$ cat src/rtl/snake_pkg.sv
// Shared definitions for the snake sprite renderer: image codes, sprite classes,
// palette index type and per-player RGB888 palette.
package snake_pkg;

    localparam logic [3:0] HEAD_UP         = 4'd0;
    localparam logic [3:0] HEAD_DOWN       = 4'd1;
    localparam logic [3:0] HEAD_LEFT       = 4'd2;
    localparam logic [3:0] HEAD_RIGHT      = 4'd3;
    localparam logic [3:0] BODY_VERTI      = 4'd4;
    localparam logic [3:0] BODY_PARAL      = 4'd5;
    localparam logic [3:0] TURN_UP_RIGHT   = 4'd6;
    localparam logic [3:0] TURN_DOWN_RIGHT = 4'd7;
    localparam logic [3:0] TURN_UP_LEFT    = 4'd8;
    localparam logic [3:0] TURN_DOWN_LEFT  = 4'd9;
    localparam logic [3:0] TAIL_UP         = 4'd10;
    localparam logic [3:0] TAIL_DOWN       = 4'd11;
    localparam logic [3:0] TAIL_LEFT       = 4'd12;
    localparam logic [3:0] TAIL_RIGHT      = 4'd13;

    typedef enum logic [1:0] {
        SprHead = 2'd0,
        SprBody = 2'd1,
        SprTurn = 2'd2,
        SprTail = 2'd3
    } sprite_e;

    typedef logic [1:0] pal_idx_t;

    localparam int unsigned MAX_PLAYERS = 4;

    // Entry 0 of every row is transparent and never shown.
    localparam logic [23:0] PALETTE [MAX_PLAYERS][4] = '{
        '{24'h000000, 24'h30C030, 24'h1E7A1E, 24'h0A2A0A},
        '{24'h000000, 24'h3060E0, 24'h1A3A9A, 24'h0A0A3A},
        '{24'h000000, 24'hE04030, 24'h9A2A1A, 24'h3A0A0A},
        '{24'h000000, 24'hE0C030, 24'h9A8A1A, 24'h3A300A}
    };

    function automatic sprite_e code_sprite(logic [3:0] code);
        sprite_e spr;
        if (code < BODY_VERTI) begin
            spr = SprHead;
        end else if (code < TURN_UP_RIGHT) begin
            spr = SprBody;
        end else if (code < TAIL_UP) begin
            spr = SprTurn;
        end else begin
            spr = SprTail;
        end
        return spr;
    endfunction

endpackage

$ cat src/rtl/snake_sprite_rom.sv
// Sprite bitmap ROM: four square sprites of 2^TILE_BITS pixels per edge, each pixel a
// 2-bit palette index, with a registered read.
module snake_sprite_rom
    import snake_pkg::*;
#(
    parameter int unsigned TILE_BITS = 4
) (
    input  logic                   clk,
    input  logic                   rd_en,
    input  logic [2*TILE_BITS+1:0] addr,
    output pal_idx_t               idx
);

    localparam int unsigned EDGE = 1 << TILE_BITS;
    localparam int unsigned LAST = EDGE - 1;
    localparam int unsigned HALF = EDGE / 2;

    // Bitmaps are drawn in the canonical orientation (head/tail pointing up, body
    // vertical, turn joining top and right); the pipe rotates coordinates into them.
    function automatic pal_idx_t pixel_at(sprite_e spr, int unsigned r, int unsigned c);
        pal_idx_t px;
        px = 2'd0;
        case (spr)
            SprHead: begin
                if (r == 0)         px = 2'd0;
                else if (r < 3)     px = 2'd3;
                else if (c < HALF)  px = 2'd1;
                else                px = 2'd2;
            end
            SprBody: begin
                if (c < 2 || c > LAST - 2)        px = 2'd0;
                else if (c == 2 || c == LAST - 2) px = 2'd3;
                else if ((r % 2) != 0)            px = 2'd2;
                else                              px = 2'd1;
            end
            SprTurn: begin
                if (r < HALF) px = (c >= HALF) ? 2'd1 : 2'd3;
                else          px = (c >= HALF) ? 2'd2 : 2'd0;
            end
            SprTail: begin
                if (r >= HALF)   px = 2'd0;
                else if (c == r) px = 2'd3;
                else if (c > r)  px = 2'd2;
                else             px = 2'd1;
            end
            default: px = 2'd0;
        endcase
        return px;
    endfunction

    sprite_e              spr;
    logic [TILE_BITS-1:0] row;
    logic [TILE_BITS-1:0] col;

    assign spr = sprite_e'(addr[2*TILE_BITS+1 -: 2]);
    assign row = addr[2*TILE_BITS-1 -: TILE_BITS];
    assign col = addr[TILE_BITS-1:0];

    always_ff @(posedge clk) begin
        if (rd_en) begin
            idx <= pixel_at(spr, 32'(row), 32'(col));
        end
    end

endmodule

$ cat src/rtl/snake_sprite_pipe.sv
// Two-stage sprite pixel pipe: orient tile coordinates into the sprite ROM, then map
// the palette index to RGB888 with transparency and per-player blinking.
module snake_sprite_pipe
    import snake_pkg::*;
#(
    parameter int unsigned N_PLAYERS = 2,
    parameter int unsigned TILE_BITS = 4,
    parameter int unsigned BLINK_W   = 4,
    localparam int unsigned PW       = (N_PLAYERS > 1) ? $clog2(N_PLAYERS) : 1
) (
    input  logic                 i_clk,
    input  logic                 i_rst,
    input  logic                 i_valid,
    output logic                 o_ready,
    input  logic [PW-1:0]        i_player,
    input  logic [3:0]           i_snake_image,
    input  logic [9:0]           i_pos_x,
    input  logic [9:0]           i_pos_y,
    input  logic [N_PLAYERS-1:0] i_blink_en,
    input  logic                 i_frame_tick,
    output logic                 o_valid,
    input  logic                 i_ready,
    output logic [23:0]          o_pixel,
    output logic                 o_opaque
);

    logic                 advance;
    logic                 accept;
    logic [TILE_BITS-1:0] r;
    logic [TILE_BITS-1:0] c;
    logic [TILE_BITS-1:0] row;
    logic [TILE_BITS-1:0] col;
    sprite_e              sprite;
    logic                 code_ok;
    logic [PW-1:0]        player;
    logic [BLINK_W-1:0]   blink_q;
    logic                 phase;
    logic                 blank;
    logic                 s1_valid;
    logic                 s1_blank;
    logic [PW-1:0]        s1_player;
    pal_idx_t             rom_idx;
    logic                 s2_opaque;
    logic [1:0]           pal_sel;
    logic                 unused_pos;

    assign advance = !o_valid || i_ready;
    assign o_ready = advance;
    assign accept  = i_valid && advance;

    assign r          = i_pos_y[TILE_BITS-1:0];
    assign c          = i_pos_x[TILE_BITS-1:0];
    assign unused_pos = ^{i_pos_x[9:TILE_BITS], i_pos_y[9:TILE_BITS]};

    // Orientation: ~v is M-v for an unsigned TILE_BITS-wide coordinate.
    always_comb begin
        sprite  = code_sprite(i_snake_image);
        code_ok = (i_snake_image <= TAIL_RIGHT);
        row     = r;
        col     = c;
        case (i_snake_image)
            HEAD_DOWN, TAIL_DOWN, TURN_DOWN_RIGHT: row = ~r;
            HEAD_LEFT, TAIL_LEFT, BODY_PARAL: begin
                row = c;
                col = r;
            end
            HEAD_RIGHT, TAIL_RIGHT: begin
                row = ~c;
                col = r;
            end
            TURN_UP_LEFT: col = ~c;
            TURN_DOWN_LEFT: begin
                row = ~r;
                col = ~c;
            end
            default: ;
        endcase
    end

    assign player = (32'(i_player) >= N_PLAYERS) ? '0 : i_player;
    assign phase  = blink_q[BLINK_W-1];
    assign blank  = !code_ok || (i_blink_en[player] && phase);

    // Free-running so the blink cadence stays tied to video frames even when stalled.
    always_ff @(posedge i_clk) begin
        if (i_rst) begin
            blink_q <= '0;
        end else if (i_frame_tick) begin
            blink_q <= blink_q + 1'b1;
        end
    end

    snake_sprite_rom #(
        .TILE_BITS (TILE_BITS)
    ) u_rom (
        .clk   (i_clk),
        .rd_en (advance),
        .addr  ({sprite, row, col}),
        .idx   (rom_idx)
    );

    always_ff @(posedge i_clk) begin
        if (i_rst) begin
            s1_valid <= 1'b0;
        end else if (advance) begin
            s1_valid <= accept;
        end
    end

    always_ff @(posedge i_clk) begin
        if (advance) begin
            s1_player <= player;
            s1_blank  <= blank;
        end
    end

    assign pal_sel   = 2'(s1_player);
    assign s2_opaque = s1_valid && !s1_blank && (rom_idx != 2'd0);

    always_ff @(posedge i_clk) begin
        if (i_rst) begin
            o_valid  <= 1'b0;
            o_opaque <= 1'b0;
            o_pixel  <= '0;
        end else if (advance) begin
            o_valid  <= s1_valid;
            o_opaque <= s2_opaque;
            o_pixel  <= s2_opaque ? PALETTE[pal_sel][rom_idx] : 24'h000000;
        end
    end

endmodule

$ cat config.mk
export PLATFORM = sky130hd
export DESIGN_NAME = snake_sprite_pipe
export DESIGN_NICKNAME = d
export VERILOG_FILES = /design/src/rtl/snake_pkg.sv /design/src/rtl/snake_sprite_rom.sv /design/src/rtl/snake_sprite_pipe.sv
export SDC_FILE = /design/constraint.sdc
export NUM_CORES = 1
export LEC_CHECK = 0
export BUFFER_PORTS_ARGS = -buffer_cell sky130_fd_sc_hd__buf_2
export CAP_MARGIN = 10
export CORE_ASPECT_RATIO = 0.6
export CORE_MARGIN = 2
export CORE_UTILIZATION = 35
export DETAILED_ROUTE_END_ITERATION = 16
export PLACE_DENSITY = 0.68
export RECOVER_POWER = 25
export SETUP_SLACK_MARGIN = 0.4
export SYNTH_ARGS = -nofsm -noshare
export SYNTH_HDL_FRONTEND = slang
export SYNTH_SLANG_ARGS = --single-unit
$ cat constraint.sdc
create_clock -name i_clk -period 4.25 [get_ports i_clk]
set_clock_uncertainty 0.15 [all_clocks]
set_input_delay 1.275 -clock i_clk [delete_from_list [all_inputs] [get_ports i_clk]]
set_output_delay 1.275 -clock i_clk [all_outputs]
set_load 0.01 [all_outputs]
Word level (Yosys, flattened, before mapping)
Cells that the tools add are included.
- register bits after elaboration: 35
- input port bits: 32
- output and inout bits: 27
- logic and storage cells: 90
- add/subtract/negate cells: 1
- order comparisons: 15
- equal/unequal tests: 16
- mux-type cells: 27
- bitwise operators: 4
- reductions and logical operators: 19
- operators with widths (kind ; count):
    $bmux 96 s2 ; 1
    $mux 96 ; 2
    $mux 24 ; 3
    $bmux 24 s2 ; 1
    $mux 2 ; 14
    $eq 4x4->1 const B ; 6
    $eq 4x2->1 const B ; 3
    $lt 4x4->1 const B ; 3
    $pmux 4 s3 ; 1
    $eq 4x3->1 const B ; 2
    $ge 4x4->1 const B ; 2
    $lt 4x2->1 const B ; 2
    $lt 4x3->1 const B ; 2
    $not 4->4 ; 2
    $pmux 2 s4 ; 1
    $pmux 4 s2 ; 1
    $ge 3x3->1 const B ; 2
    $reduce_or 5->1 ; 1
    $add 4x1->4 const B ; 1
    $eq 2x2->1 const B ; 2
    $eq 4x1->1 const B ; 1
    $eq 4x4->1 ; 1
    $gt 4x4->1 ; 1
    $gt 4x4->1 const B ; 1
    15 further kinds ; 26

Longest topological paths before layout
- word-level depth: 8
- gate-level depth with buffers: 16
- depth with buffers taken out: 13

Cells and area by module
From an unflattened synthesis, not the netlist that was laid out.
- cells, all modules: 238
- area, all modules: 1949.4 um2
- modules (own cells, without submodules) (module ; instances ; cells an instance ; area an instance (um2) ; seq. area each (um2)):
    snake_sprite_pipe ; 1 ; 201 ; 1634.1 ; 440.4
    snake_sprite_rom ; 1 ; 37 ; 315.3 ; 60.1

Least setup slack after synthesis
OpenSTA, ideal clock, no wires.
- kind: in2reg
- start point: input port i_snake_image[3]
- end point: register u_rom.idx[1], data pin
- library setup time: 0.271 ns
- arrival time: 3.361 ns
- slack: 0.467 ns
- stages on the path: 14
- path buffers: 1
- cells stage by stage: buf_2 or3b_1 nand3_1 o22ai_1 a21oi_1 inv_1 ha_1 nor2b_1 o21ai_0 nand2b_1 a21oi_1 a21oi_1 o21ai_0 o221ai_1
- cells in the longest elaborated chain, start to end: 8
- elaborated cells on any way between the ends: 54
- those cells by class: order compare: 11; eq/ne: 16; mux: 18; reduce/logical: 9
- ends and longest elaborated chain (element ; RTL line ; text):
    start: declaration ; snake_sprite_pipe.sv:16 ; input logic [3:0] i_snake_image,
    $eq 4x4->1, or another cell as far along ; snake_sprite_pipe.sv:61 ; case (i_snake_image)
    $reduce_or 4->1 (no source line), or another cell as far along ; - ;
    $pmux 4 s3 or $pmux 4 s2 (tied branches) ; snake_sprite_pipe.sv:61 ;
    $gt 4x4->1, or another cell as far along ; snake_sprite_rom.sv:43 ; else if (c > r) px = 2'd2;
    $mux 2, or another cell as far along ; snake_sprite_rom.sv:43 ;
    $mux 2 (on tied branches) ; snake_sprite_rom.sv:42, snake_sprite_rom.sv:26, snake_sprite_rom.sv:32 ;
    $mux 2 (on tied branches) ; snake_sprite_rom.sv:41, snake_sprite_rom.sv:25, snake_sprite_rom.sv:31 ;
    $pmux 2 s4 (*) ; snake_sprite_rom.sv:23 ; case (spr)
    end signal: assignment ; snake_sprite_rom.sv:61 ; idx <= pixel_at(spr, 32'(row), 32'(col));
    end: declaration ; snake_sprite_rom.sv:11 ; output pal_idx_t idx
Mark *: on every way between the ends. The rest lies on a longest branch, timed or not.
A chain may end at the register's enable or synchronous reset.

Worst setup path in the final report
Same ends and word-level chain as after synthesis.

==> flow_summary.ini <==
[outcome]
status = complete, no violations

[clocking]
cts_buffers = 3
cts_hold_buf = 0
cts_tree = built
clk_pin_slew_ns = 0.08
clock_latency_ns = 0.26
cts-root-buf = clkbuf_8
htree_num_levels = 1
cts.sinks = 23
cts_buffer_depth = 2

[sta]
finalSetupTns_ns = 0
worst_slack_ns = 0.547
tightest_slew_ns = 0.786
slew_viol_final = 0
rsz0062_at_grt = false
finalSetupViolations = 0
finalHoldViolations = 0
relSlewSlack_pct = 47.6
fmaxAchievable_mhz = 270
finalCritPeriodShare_pct = 87.1
period_needed_ns = 3.70

[setup_path]
crit_start = i_snake_image[3]
start_kind = input port
arrival_ns = 3.56
cp_max_fo = 16
r2r_start = u_rom.idx[1]
critPathKind = in2reg
required_ns = 4.11
end_kind = flip-flop

[yosys]
yosysWarnings = 0
synth_ff_type = dfxtp_1
synth_cell_types = 55
ys_seq_area_share_pct = 27.0
synth-async-reset-ratio_pct = 0
syn_area_per_cell_um2 = 8.07
synth_edf_count = 4
netlist_instances = 230
synth-seq-cells = 23
syn_area_um2 = 1860

[power]
power.density_nw_per_um2 = 275
clock_power_share_pct = 22.7
comb_power_share_pct = 34.8
switchingPower_mw = 0.200
p_int_mw = 0.394
p_seq_share_pct = 42.5
p_leak_nw = 0.948
ir_drop_mv = 0.123
switching_share_pct = 33.7

[cells_and_area]
syn_to_final_growth_pct = 16.3
drive_gt1_share_pct = 26.9
antennaDiodeCount = 0
layout.nets = 305
final_cell_mix = 36 x buf_2, 26 x nor2_1, 19 x dfxtp_1
mostFrequentLayoutCell = buf_2
finish.instance_area_um2 = 2160
final_util_pct = 42.5

[detailed_routing]
vias_per_cell = 5.20
dr_wl_met3_um = 225
drc = 0
drt-met1-wl_um = 2220
first_pass_iters = 4
dr_wl_met2_um = 1790
vias = 1716
top_layer_used = met4
wl_per_cell_um = 12.9
wirelength_um = 4260
detail-route-antenna-nets = 0
drt-initial-drc-count = 111

[floorplan]
coreArea_um2 = 5080
dieArea_um2 = 5920
fp.dieW_um = 98
num_rows = 20
start_util_pct = 36.5
ios = 59
dieHeight_um = 60.4

[place]
io_buffers = 40
preCtsSetupSlack_ns = 0.119
routabilityCongestion = 0.894
hpwlAfterDp_um = 3240
placed_area_um2 = 2060

[grt]
gr-usage-all-layers_pct = 14.0
grt-ovfl-total = 0
antenna_found_initial = 0
grt_pass1_wl_um = 6760
grt_start_max_net_pins = 20
first_global_vias = 1412

[worst_hold_path]
min_from = o_opaque
worstHoldPathType = reg2reg

[flow_run]
drv_cap = 0
-- timing repair --
item	4_1_cts	5_1_grt
buffers inserted	0	3
setup endpoints to repair	0	2
resized for setup	0	10
-- Yosys cell counts, types with 3 or more instances --
| cell type | instances | area share [%] |
|---|---|---|
| nor2_1 | 28 | 5.7 |
| dfxtp_1 | 19 | 20 |
| buf_4 | 13 | 5.3 |
| a21oi_1 | 12 | 3.2 |
| nor2b_1 | 11 | 3.7 |
| nand2_1 | 10 | 2.0 |
| o21ai_0 | 10 | 2.7 |
| inv_1 | 9 | 1.8 |
| a22oi_1 | 8 | 3.2 |
| ha_1 | 8 | 5.4 |
| buf_2 | 7 | 1.9 |
| clkbuf_1 | 7 | 1.4 |
| xor2_1 | 7 | 3.3 |
| nand2b_1 | 6 | 2.0 |
| a32oi_1 | 5 | 2.4 |
| o22ai_1 | 5 | 1.7 |
| edfxtp_1 | 4 | 6.5 |
| nand3b_1 | 4 | 1.6 |
| a2bb2oi_1 | 3 | 1.4 |
| buf_6 | 3 | 1.8 |
| mux2i_1 | 3 | 1.6 |
| nand4_1 | 3 | 1.0 |
| o2bb2ai_1 | 3 | 1.4 |
| xnor2_1 | 3 | 1.4 |
-- critical path, cell delays in order --
cell and delay, ns:
clkbuf_4 0.19, or3b_1 0.44, nand3_2 0.10, o22ai_1 0.10, a21oi_2 0.19, inv_1 0.07, ha_1 0.30, nor2b_1 0.13
o21ai_0 0.13, nand2b_1 0.07, a21oi_1 0.18, a21oi_1 0.08, o21ai_0 0.18, o221ai_1 0.13
-- logic make-up (layout without fill, tap and decap cells) --
kind of cell / after synthesis / count (layout) / share of synthesized area [%]
flip-flops: 23 / 23 / 27.0
buffers and inverters: 39 / 68 / 12.2
XOR/XNOR: 10 / 10 / 4.72
adder cells (fa/ha/maj): 8 / 8 / 5.39
other: 1 / 6 / 0.202
AND/OR/NAND/NOR: 81 / 81 / 23.6
AO/OA/AOI/OAI: 64 / 64 / 24.7
multiplexers: 4 / 4 / 2.23
-- power by group through the flow --
stage | combinational (mW) | sequential, mW | clock, mW
final | 0.207 | 0.253 | 0.135
after global routing | 0.231 | 0.255 | 0.151
after CTS | 0.197 | 0.253 | 0.141
after detailed placement | 0.196 | 0.258 | 0
after global placement | 0.192 | 0.257 | 0
after floorplan | 0.152 | 0.252 | 0
-- state kept, by name, indices dropped and copies added, names as in the netlist --
signal     cells
blink_q        4
o_opaque       1
o_pixel       12
o_valid        1
s1_blank       1
s1_player      1
s1_valid       1
u_rom.idx      2
-- through the flow --
| stage | hold WS [ns] | instances | total power [mW] |
|---|---|---|---|
| after global placement | 0.318 | 323 | 0.449 |
| final | 0.336 | 330 | 0.594 |
| after CTS | 0.340 | 327 | 0.590 |
| after floorplan | 0.304 | 235 | 0.404 |
| after global routing | 0.366 | 330 | 0.638 |
| after detailed placement | 0.320 | 323 | 0.454 |
-- cell type report --
cell class / count / area, um2
clock buffer: 3 / 41.3
clock inverter: 1 / 5.00
fill: 498 / 2920
inverter: 9 / 33.8
multi-input combinational: 173 / 1180
sequential: 23 / 500
tap: 66 / 82.6
timing repair buffer: 55 / 312
-- worst paths after layout --
| kind | end | slack, ns | depth (start not counted) |
|---|---|---|---|
| setup / recovery | u_rom.idx[1] | 0.55 | 14 |
| hold / removal | o_opaque | 0.34 | 2 |
| setup reg to reg | o_pixel[15] | 1.94 | 7 |
| hold reg to reg | o_opaque | 0.34 | 2 |
-- routing by layer --
layer	GRT usage, %	vias up
met5	0	-
met4	1.79	0
met3	3.00	4
met2	20.8	53
met1	21.3	781
li1	-	878
(Power assumes the default switching activity.)
